<file path="config.mk">
export PLATFORM = sky130hd
export DESIGN_NAME = datapath_arbiter
export DESIGN_NICKNAME = d
export VERILOG_FILES = /design/src/rtl/datapath_arbiter.sv
export SDC_FILE = /design/constraint.sdc
export NUM_CORES = 1
export LEC_CHECK = 0
export ABC_AREA = 1
export CAP_MARGIN = 20
export CORE_MARGIN = 2
export CORE_UTILIZATION = 35
export CTS_BUF_LIST = sky130_fd_sc_hd__clkbuf_2 sky130_fd_sc_hd__clkbuf_4 sky130_fd_sc_hd__clkbuf_8
export DETAILED_ROUTE_END_ITERATION = 10
export GPL_TIMING_DRIVEN = 1
export PLACE_DENSITY_LB_ADDON = 0.12
export REMOVE_ABC_BUFFERS = 1
export SLEW_MARGIN = 20
export SYNTH_ARGS = -nofsm -noshare
export SYNTH_HDL_FRONTEND = slang
export SYNTH_SLANG_ARGS = --single-unit
</file>
<file path="constraint.sdc">
create_clock -name clk -period 5.1 [get_ports clk]
set_input_delay 1.02 -clock clk [delete_from_list [all_inputs] [get_ports clk]]
set_output_delay 1.02 -clock clk [all_outputs]
set_load 0.01 [all_outputs]
</file>
<file path="src/rtl/datapath_arbiter.sv">
// Round-robin arbiter/sequencer in front of the shared arithmetic datapath.
// Ports: clk, rst_n; req{0,1}_{valid,ready,a,b,opcode}; rsp_{valid,ready,id,y,co}; ops_done.

// datapath: combinational ALU, A/B/opcode in, Y/co out.
// 0 add, 1 sub (co=borrow), 2 and, 3 or, 4 xor, 5 shl1, 6 sar1, 7 pass A.
module datapath #(
   parameter int N = 16
) (
   input  logic [N-1:0] A,
   input  logic [N-1:0] B,
   input  logic [2:0]   opcode,
   output logic [N-1:0] Y,
   output logic         co
);

   always_comb begin
      {co, Y} = '0;
      unique case (opcode)
         3'd0: {co, Y} = {1'b0, A} + {1'b0, B};
         3'd1: {co, Y} = {1'b0, A} - {1'b0, B};
         3'd2: Y = A & B;
         3'd3: Y = A | B;
         3'd4: Y = A ^ B;
         3'd5: {co, Y} = {A, 1'b0};
         3'd6: begin
            Y  = {A[N-1], A[N-1:1]};
            co = A[0];
         end
         3'd7: Y = A;
      endcase
   end

endmodule

module datapath_arbiter #(
   parameter int N     = 16,
   parameter int CNT_W = 16
) (
   input  logic             clk,
   input  logic             rst_n,
   input  logic             req0_valid,
   output logic             req0_ready,
   input  logic [N-1:0]     req0_a,
   input  logic [N-1:0]     req0_b,
   input  logic [2:0]       req0_opcode,
   input  logic             req1_valid,
   output logic             req1_ready,
   input  logic [N-1:0]     req1_a,
   input  logic [N-1:0]     req1_b,
   input  logic [2:0]       req1_opcode,
   output logic             rsp_valid,
   input  logic             rsp_ready,
   output logic             rsp_id,
   output logic [N-1:0]     rsp_y,
   output logic             rsp_co,
   output logic [CNT_W-1:0] ops_done
);

   typedef enum logic [1:0] {IDLE, EXEC, HOLD} state_t;

   state_t         state, state_nx;
   logic           last_grant;
   logic           win;
   logic           acc;
   logic [N-1:0]   op_a, op_b, dp_y;
   logic [2:0]     op_code;
   logic           op_id, dp_co;

   datapath #(.N(N)) u_dp (
      .A      (op_a),
      .B      (op_b),
      .opcode (op_code),
      .Y      (dp_y),
      .co     (dp_co)
   );

   // On a tie the requester not granted last time wins.
   always_comb begin
      win = req1_valid;
      if (req0_valid && req1_valid) win = ~last_grant;
      req0_ready = rst_n && (state == IDLE) && req0_valid && !win;
      req1_ready = rst_n && (state == IDLE) && req1_valid && win;
      acc = req0_ready | req1_ready;
      state_nx = state;
      unique case (state)
         IDLE: if (acc) state_nx = EXEC;
         EXEC: state_nx = HOLD;
         HOLD: if (rsp_ready) state_nx = IDLE;
         default: state_nx = IDLE;
      endcase
   end

   always_ff @(posedge clk or negedge rst_n) begin
      if (!rst_n) state <= IDLE;
      else        state <= state_nx;
   end

   always_ff @(posedge clk or negedge rst_n) begin
      if (!rst_n) begin
         last_grant <= 1'b1;
         op_a       <= '0;
         op_b       <= '0;
         op_code    <= '0;
         op_id      <= 1'b0;
         rsp_valid  <= 1'b0;
         rsp_id     <= 1'b0;
         rsp_y      <= '0;
         rsp_co     <= 1'b0;
         ops_done   <= '0;
      end else begin
         if (acc) begin
            last_grant <= win;
            op_id      <= win;
            op_a       <= win ? req1_a : req0_a;
            op_b       <= win ? req1_b : req0_b;
            op_code    <= win ? req1_opcode : req0_opcode;
         end
         if (state == EXEC) begin
            rsp_valid <= 1'b1;
            rsp_id    <= op_id;
            rsp_y     <= dp_y;
            rsp_co    <= dp_co;
         end
         if (state == HOLD && rsp_ready) begin
            rsp_valid <= 1'b0;
            if (ops_done != '1) ops_done <= ops_done + CNT_W'(1);
         end
      end
   end

endmodule
</file>
* Yosys cells after proc, flatten, opt, wreduce, memory -nomap -nowiden
Cells that the tools add are included.
** Word-level totals
- Word-level logic and storage cells :: 55
- Input bits :: 75
- Output and inout bits :: 37
- Register bits :: 74
** Operators by class
- $add $sub $neg :: 3
- Equality and inequality tests :: 12
- Bitwise logic cells :: 5
- Reduce and logical (&&, ||, !) cells :: 13
- Multiplexer cells :: 11
** Operator list (number)
- $pmux 16 s8 :: 1
- $mux 16 :: 2
- $add 16x16->17 :: 1
- $sub 16x16->17 :: 1
- $add 16x1->16 const B :: 1
- $and 16x16->16 :: 1
- $ne 16x16->1 const B :: 1
- $or 16x16->16 :: 1
- $xor 16x16->16 :: 1
- $eq 3x3->1 const B :: 4
- $logic_and 1x1->1 :: 7
- $eq 3x2->1 const B :: 2
- $pmux 2 s3 :: 1
- $mux 2 :: 2
- $ne 2x2->1 const B :: 2
- $pmux 1 s4 :: 1
- $reduce_and 2->1 :: 2
- $eq 3x1->1 const B :: 1
- $logic_not 3->1 :: 1
- $mux 1 :: 3
- $mux 3 :: 1
- $eq 2x1->1 const B :: 1
- $eq 2x2->1 const B :: 1
- $logic_not 2->1 :: 1
- other kinds (4) :: 4

* Longest topological paths before layout
- Depth in word-level cells :: 7
- Gate-level depth with buffers :: 15
- Mapped depth without buffers :: 14

* By module
A second synthesis with hierarchy kept.
** Unflattened totals
- Cells, all modules :: 1011
- Area total of the unflattened synthesis :: 6590.1 sq um
** Modules (own cells, without submodules)
- datapath_arbiter :: sequential area each 1853.0 sq um, instances 1, cells an instance 437, area each 3602.2 sq um
- datapath :: sequential area each 0.0 sq um, instances 1, cells an instance 574, area each 2987.9 sq um

* Worst setup path after synthesis
Ideal clock, no wire load.
- Kind :: input -> output
- From :: input port req1_valid
- To :: output port req1_ready
- Stages on the path :: 3
- Slack :: 2.641 ns
- Buffers on the path :: 1
- Data required time :: 4.080 ns
- Arrival :: 1.439 ns
- Cells stage by stage :: buf_4 nand2_2 nor2_2
** On the way
- Longest elaborated chain between the ends :: 3
- Elaborated cells on any way between the ends :: 4
- Classes of those cells :: mux (1); reduce/logical (3)
** RTL lines
- start: declaration :: line 46 : input logic req1_valid,
- $logic_and 1x1->1 :: line 80 : if (req0_valid && req1_valid) win = ~last_grant;
- $mux 1 :: line 80
- $logic_and 1x1->1 * :: line 82 : req1_ready = rst_n && (state == IDLE) && req1_valid && win;
- end: declaration :: line 47 : output logic req1_ready,
Mark *: on every way between the ends. The rest lies on a longest branch, timed or not.

* Final worst setup path
- From :: input port req0_valid
- To :: output port req0_ready
** On the way
- Longest elaborated chain between the ends :: 4
- Elaborated cells on any way between the ends :: 5
- Classes of those cells :: mux (1); reduce/logical (4)
** RTL lines
- start: declaration :: line 41 : input logic req0_valid,
- $logic_and 1x1->1 :: line 80
- $mux 1 :: line 80
- $logic_not 1->1 :: line 81 : req0_ready = rst_n && (state == IDLE) && req0_valid && !win;
- $logic_and 1x1->1 * :: line 81
- end: declaration :: line 42 : output logic req0_ready,
Marks and branches as above.

==> run summary <==
The flow ran to the end, and the final reports show no timing, DRC or antenna violations. The longest clock path from root to sink contains 2 buffers. For this block, the routed nets add up to 19500 µm of wire. The growth of design area from synthesis to finish is 22.0%. Dividing the detail-routed via count by the number of cells gives 5.08. The count of maximum capacitance violations came out at 0. The met2 routing resource usage after global routing is 31.5%. The flip-flop and latch count after synthesis is 74.

In the final routed layout, each cell accounts on average for 15.4 µm. The number of clock sinks came out at 74. The height of the die came out at 139 µm. The minimum period implied by the final worst setup slack is 3.72 ns. The count of buffers added on input and output ports is 111.

The number of DRC markers after the initial detailed-route iteration is 554. met2 is the most crowded layer. The via count of the first global-routing pass is 6144. The register clock-pin slew on the reported worst setup and hold paths came out at 0.10 ns. The setup check on the worst reg-to-reg path leaves a slack of 2.63 ns. The synthesized instance count is 942. The Yosys warning count is 0.

The layout has 1936 filler cells. The remaining max-slew budget at the tightest pin is 44.6%. The met1 demand-to-capacity share in global routing is 30.1%.

For this run, global-route usage on met3 was measured as 3.35%. The cell repeated most along the worst path is sky130_fd_sc_hd__clkdlybuf4s50_1. The setup TNS is 0 ns. For this run, the slowest stage of the critical path takes 0.56 ns.

The root buffer selected by CTS is sky130_fd_sc_hd__clkbuf_8. The class of the most critical setup path is in2out. After synthesis, the cell types taking the most area are sky130_fd_sc_hd__dfrtp_1 29%, sky130_fd_sc_hd__nand2_1 14%, sky130_fd_sc_hd__ha_1 9.9%, sky130_fd_sc_hd__nand3_1 7.8%, sky130_fd_sc_hd__inv_1 7.6%.

The initial antenna violation count came to 0. The most common library cell in the layout ignoring fill and taps is sky130_fd_sc_hd__nand2_1. The final HPWL from detailed placement came out at 14800 µm. The final cycle utilization of the critical path came out at 72.9%. The top cell type by area accounts for 28.8% of the synthesized area. The count of H-tree levels built during CTS is 3.

The post-cts gate resize count is 0. Once placement finished, the instance area stood at 7530 µm². On the critical path, the stage with the largest delay is an instance of sky130_fd_sc_hd__clkdlybuf4s50_1. The distinct cell type count of the synthesized netlist is 38. Dividing total power by cell area gives a power density of 691 nW/µm². TritonCTS built the clock tree. The mapped cell area is 6350 µm². The number of optimization iterations in the first detailed-route pass came out at 6.

The sequential area share after synthesis is 29.2%. The data required time of the critical path came out at 4.08 ns. The initial utilization of the core area, before any placement, comes to 35.4%. The core area is 17900 µm². The transition time at the pin with the least slew margin is 0.829 ns.

The reported leakage power is 3.72 nW. The total non-filler cell area in the finished layout is 7740 µm². The total overflow reported by the global router is 0. The design draws 0.00535 W. In the layout the commonest cells are 230 x sky130_fd_sc_hd__nand2_1, 129 x sky130_fd_sc_hd__inv_1, 110 x sky130_fd_sc_hd__clkdlybuf4s50_1. The detailed-route via count is 6416. Routability-driven placement finished with a final weighted congestion of 0.914. In this run the worst hold path is classified as in2async. The maximum number of pins on one net before global-route repair is 64. The count of endpoints failing setup in the final report came out at 0. The TritonCTS buffer count is 9. The data arrival time of the critical path came out at 2.70 ns. The worst setup path is captured at a primary output.

The worst setup path is launched from an input pin. The clock reaches the later pin of the worst-skew pair after 0.38 ns. Setup repair after global routing left no endpoint under its margin. The die covers 19200 µm². In this run, post-CTS hold repair placed 0 buffers. The maximum operating frequency came out at 269 MHz. For this run, design rule violations remaining after detail routing come to 0.

Each instance of the synthesized netlist takes up on average 6.74 µm². The biggest fanout along the worst timing path came out at 36. The ratio of cells with drive above 1 in the final layout came out at 3.67%.

The dominant cell type by area after synthesis is sky130_fd_sc_hd__dfrtp_1. The number of buffers added for setup after CTS is 0. The global-route usage over all layers is 20.5%. The number of hold violations in the final report came to 0. The x dimension of the die came out at 139 µm. The worst-case vdd ir drop came out at 0.211 mV.

The maximum clock skew at final layout came out at 0.0131 ns. The remaining antenna violation count is 0. The global-route wire length before repair came out at 31900 µm. The total I/O pin count came out at 112. The repair_antennas step left the layout with diodes totalling 0. The final-stage net count came out at 1157. Traced cell by cell, the critical path runs through clkdlybuf4s50_1 > nand2_2 > buf_4 > a21oi_1 > clkdlybuf4s50_1. The number of slew-limit violations in the final report was 0.

The initialized floorplan defines 49 standard-cell rows.
-- cells by family after synthesis --
group / Yosys count / share of synthesized area (%)
flip-flops: 74 / 29.2
XOR/XNOR: 20 / 2.76
AND/OR/NAND/NOR: 480 / 32.3
AO/OA/AOI/OAI: 146 / 13.6
buffers and inverters: 170 / 11.7
adder cells (fa/ha/maj): 52 / 10.5
-- metal layers --
layer / vias to the layer above / part of all wire (%)
met1: 2911 / 49
met5: - / 0
met3: 24 / 6.6
li1: 3258 / -
met2: 223 / 43
met4: 0 / 1.3
-- area by class of cell --
type / instances / area, µm² / area share (%)
Timing Repair Buffer: 117 / 1150 / 14.9
Clock inverter: 7 / 82.6 / 1.07
Multi-Input combinational cell: 698 / 3750 / 48.5
Sequential cell: 74 / 1850 / 23.9
Tap cell: 229 / 287 / 3.70
Clock buffer: 9 / 124 / 1.60
Inverter: 130 / 488 / 6.30
-- registers in the layout, indices dropped and copies added, names as in the netlist, 2 cells and up --
signal,flops
ops_done,16
op_a,16
op_code,3
op_b,16
state,2
rsp_y,16
-- worst max-delay path, delay by kind of cell --
family | cells | cell delay, ns
AO/OA/AOI/OAI | 1 | 0.23
AND/OR/NAND/NOR | 1 | 0.10
buffers and inverters | 3 | 1.33
-- power breakdown --
part | switching (W) | leakage, nW | total [W] | internal, W
registers | 0.000245 | 0.863 | 0.00109 | 0.000845
clock network | 0.000260 | 0.0988 | 0.000494 | 0.000234
logic | 0.00245 | 2.76 | 0.00377 | 0.00132
total | 0.00295 | 3.72 | 0.00535 | 0.00240
-- path summary, 6_finish.rpt --
kind	start	endpoint	depth (start not counted)
worst max register to register	op_code[2]$_DFFE_PN0P_	rsp_y[13]$_DFFE_PN0P_	9
max in group asynchronous	rst_n	rsp_y[3]$_DFFE_PN0P_	2
min in group clk	last_grant$_DFFE_PN1P_	last_grant$_DFFE_PN1P_	2
worst min register to register	last_grant$_DFFE_PN1P_	last_grant$_DFFE_PN1P_	2
worst min-delay path	rst_n	ops_done[14]$_DFFE_PN0P_	1
worst max-delay path	req0_valid	req0_ready	5
-- stage by stage --
step	std cells	hold slack (ns)	setup WS, ns	util [%]
final	1264	0.468	1.38	43.2
after floorplan	902	0.451	2.03	-
after CTS	1264	0.449	1.37	43.2
after global placement	1248	0.461	1.37	42.1
after detailed placement	1248	0.467	1.37	42.1
after global routing	1264	0.458	1.29	43.2
-- cells in the mapped netlist (all sizes together) --
cell,number
a211oi,3
a21oi,31
a31oi,37
a41oi,1
and2,2
buf,26
clkbuf,14
dfrtp,73
dfstp,1
fa,2
ha,50
inv,130
nand2,235
nand3,100
nand3b,1
nand4,10
nor2,104
nor3,23
nor3b,1
nor4,4
o21ai,31
o21bai,5
o221ai,4
o22ai,34
xnor2,3
xor2,17
(Power assumes the default switching activity.)
==> RTL change: new RTL, config.mk and constraints unchanged <==
Re-encode `state_t` (3 states) as one-hot, 3 bits wide.
--- a/src/rtl/datapath_arbiter.sv
+++ b/src/rtl/datapath_arbiter.sv
@@ -57,5 +57,5 @@
 );
 
-   typedef enum logic [1:0] {IDLE, EXEC, HOLD} state_t;
+   typedef enum logic [2:0] {IDLE = 3'b001, EXEC = 3'b010, HOLD = 3'b100} state_t;
 
    state_t         state, state_nx;
Behaviour: no difference found for any inputs over 4 cycles, from zero or initial values and one cycle with rst_n low; so few cycles prove little.
==> RTL change against the original RTL <==
- synthesized area fell by 0.95%
- clock power is 6.3% lower
- sequential cell count up 1
- final area shrank 0.42%
- die area is 0.92% lower
- sequential power about the same
- setup slack lost 0.098 ns
- largest cell class unchanged
- highest routed layer unchanged
- total power decreased by 3.8%
- clock skew shrank 0.0036 ns
- sequential share of layout area increased by 0.44 points
- critical path depth rose by 2
- wire length decreased by 1.8%
==> RTL change: results (changes against the original RTL) <==
| Metric | Value |
|---|---|
| Outcome | `complete, no violations` |
| WS Path Type | `in2out` |
| Synth warnings | `0 (unchanged)` |
| Final Wtd Congestion | `0.9312 (+1.8%)` |
| DP HPWL | `14,420 um (-2.6%)` |
| Antenna violations before repair | `0 (unchanged)` |
| Clk root buf | `clkbuf_8` |
| Cell variety after synth | `46 (+21%)` |
| Routed wire per std cell | `15.10 um (-2.1%)` |
| WP data arrival | `2.80 ns (+0.10 ns)` |
| Clk_lat worst skew | `0.38 ns (about the same)` |
| First-pass GRT wire length | `31,160 um (-2.4%)` |
| Post-Place Cells | `1,252 (+0.32%)` |
| Setup Buffers After CTS | `0 (unchanged)` |
| Mean Syn Cell Area | `6.659 sq um (-1.2%)` |
| Crit path max fanout | `36 (unchanged)` |
| VDD IR max | `0.2245 mV (+6.6%)` |
| Ys async rst share | `1.000 (unchanged)` |
| # resized after CTS | `0 (unchanged)` |
| CP startpoint | `req0_valid` |
| H-tree Lvls | `3 (unchanged)` |
| Clk buf depth | `2 (unchanged)` |
| Drt first-iter violations | `517 (-6.7%)` |
| Worst Hold Class | `in2async` |
| Gr usage total | `0.2025 (-0.002670)` |
| Fin nets | `1,161 (+0.35%)` |
| N_diodes | `0 (unchanged)` |
| Largest net degree at the start of global routing | `72 (+13%)` |
| Most frequent cells after synthesis | `nand2_1, inv_1, nor2_1` |
| Num CTS Buffers | `9 (unchanged)` |
| Routed wire length | `19,140 um (-1.8%)` |
| Area contributors post-synth | `dfrtp_1, nand2_1, ha_1` |
| Max-Cap Viols | `0 (unchanged)` |
| Clk pin slew, worst setup/hold paths | `~0.09 ns` |
| Worst r2r src | `op_a[7]` |
| Leak | `3.827 nW (+2.9%)` |
| Port Buffers | `111 (unchanged)` |
| Clk_skew | `0.009532 ns (-0.003606 ns)` |
| DR pass1 iterations | `5 (-1)` |
| Area after DPL | `7516 sq um (-0.25%)` |
| Vias in the first global route | `6,080 (-1.0%)` |
| Slew HR | `0.4406 (-0.005184)` |
| Layout cells sized above 1 | `0.03850 (+0.001784)` |
| Detailed-route vias per instance | `4.980 (-1.9%)` |
| Post-synthesis sequential area ratio | `0.2990 (+0.006970)` |
RTL change: cell types whose count changed after synthesis, moves of 4 or more:
cell     unedited run  this run
nand2_1           230       283
nand3_1            99        65
o21ai_0            29        17
nor2_1            100        89
a21oi_1            31        38
buf_2              13        20
o22ai_1            34        27
buf_4               9         3
nand4_1            10        16
nor3_1             21        16
o21ai_1             1         6
nand2_2             5         1
xor2_1             17        13
RTL change: cell families after synthesis:
kind of cell	count (synthesis)	share of synthesized area
buffers and inverters	171	0.1137
adders and majority gates	52	0.1059
and+or+nand+nor	489	0.3264
AOI/OAI and AO/OA	142	0.1342
xor gates and xnor gates	15	0.02090
DFF	75	0.2990
RTL change: report_power, final:
part           switching [mW]  leakage [nW]  total (mW)  internal (mW)
logic                    2.33          2.84        3.60           1.27
registers               0.249         0.890        1.09          0.838
clock network           0.262        0.0998       0.463          0.200
total                    2.84          3.83        5.15           2.31
RTL change: metrics by stage:
stage,hold slack [ns],util,setup slack [ns]
finish,0.4615,0.4336,1.284
global route,0.4500,0.4336,1.174
CTS,0.4464,0.4336,1.270
detailed placement,0.4621,0.4227,1.270
global placement,0.4616,0.4227,1.287
floorplan,0.4481,-,2.105
RTL change: area by class of cell:
type	count	area [sq um]
clock inverter	6	55.05
multi-input combinational	698	3692
inverter	133	504.2
sequential	75	1879
timing repair buffer	117	1154
fill	1870	10070
clock buffer	10	137.6
tap	229	286.5
RTL change: path summary, 6_finish.rpt:
kind                                to  slack, ns  cells past startpoint
min in group clk            last_grant       0.48                      2
hold / removal             ops_done[4]       0.46                      1
setup reg to reg             rsp_y[12]       2.69                     12
hold reg to reg             last_grant       0.48                      2
max in group asynchronous      op_a[3]       3.57                      2
setup / recovery            req0_ready       1.28                      7
RTL change: layer usage:
metal	vias to the layer above	routed length, um	GRT usage	share of wire
met5	-	0	0	0
met4	0	256	0.05102	0.013
met3	19	1009	0.03152	0.053
met2	163	8417	0.3205	0.44
met1	2889	9461	0.2906	0.49
li1	3244	-	-	-
RTL change: critical path, cell delays in order:
cell             delay [ns]
clkdlybuf4s50_1        0.48
nand2_1                0.06
nand2_2                0.18
inv_2                  0.04
buf_4                  0.25
nor2_2                 0.21
clkdlybuf4s50_1        0.56
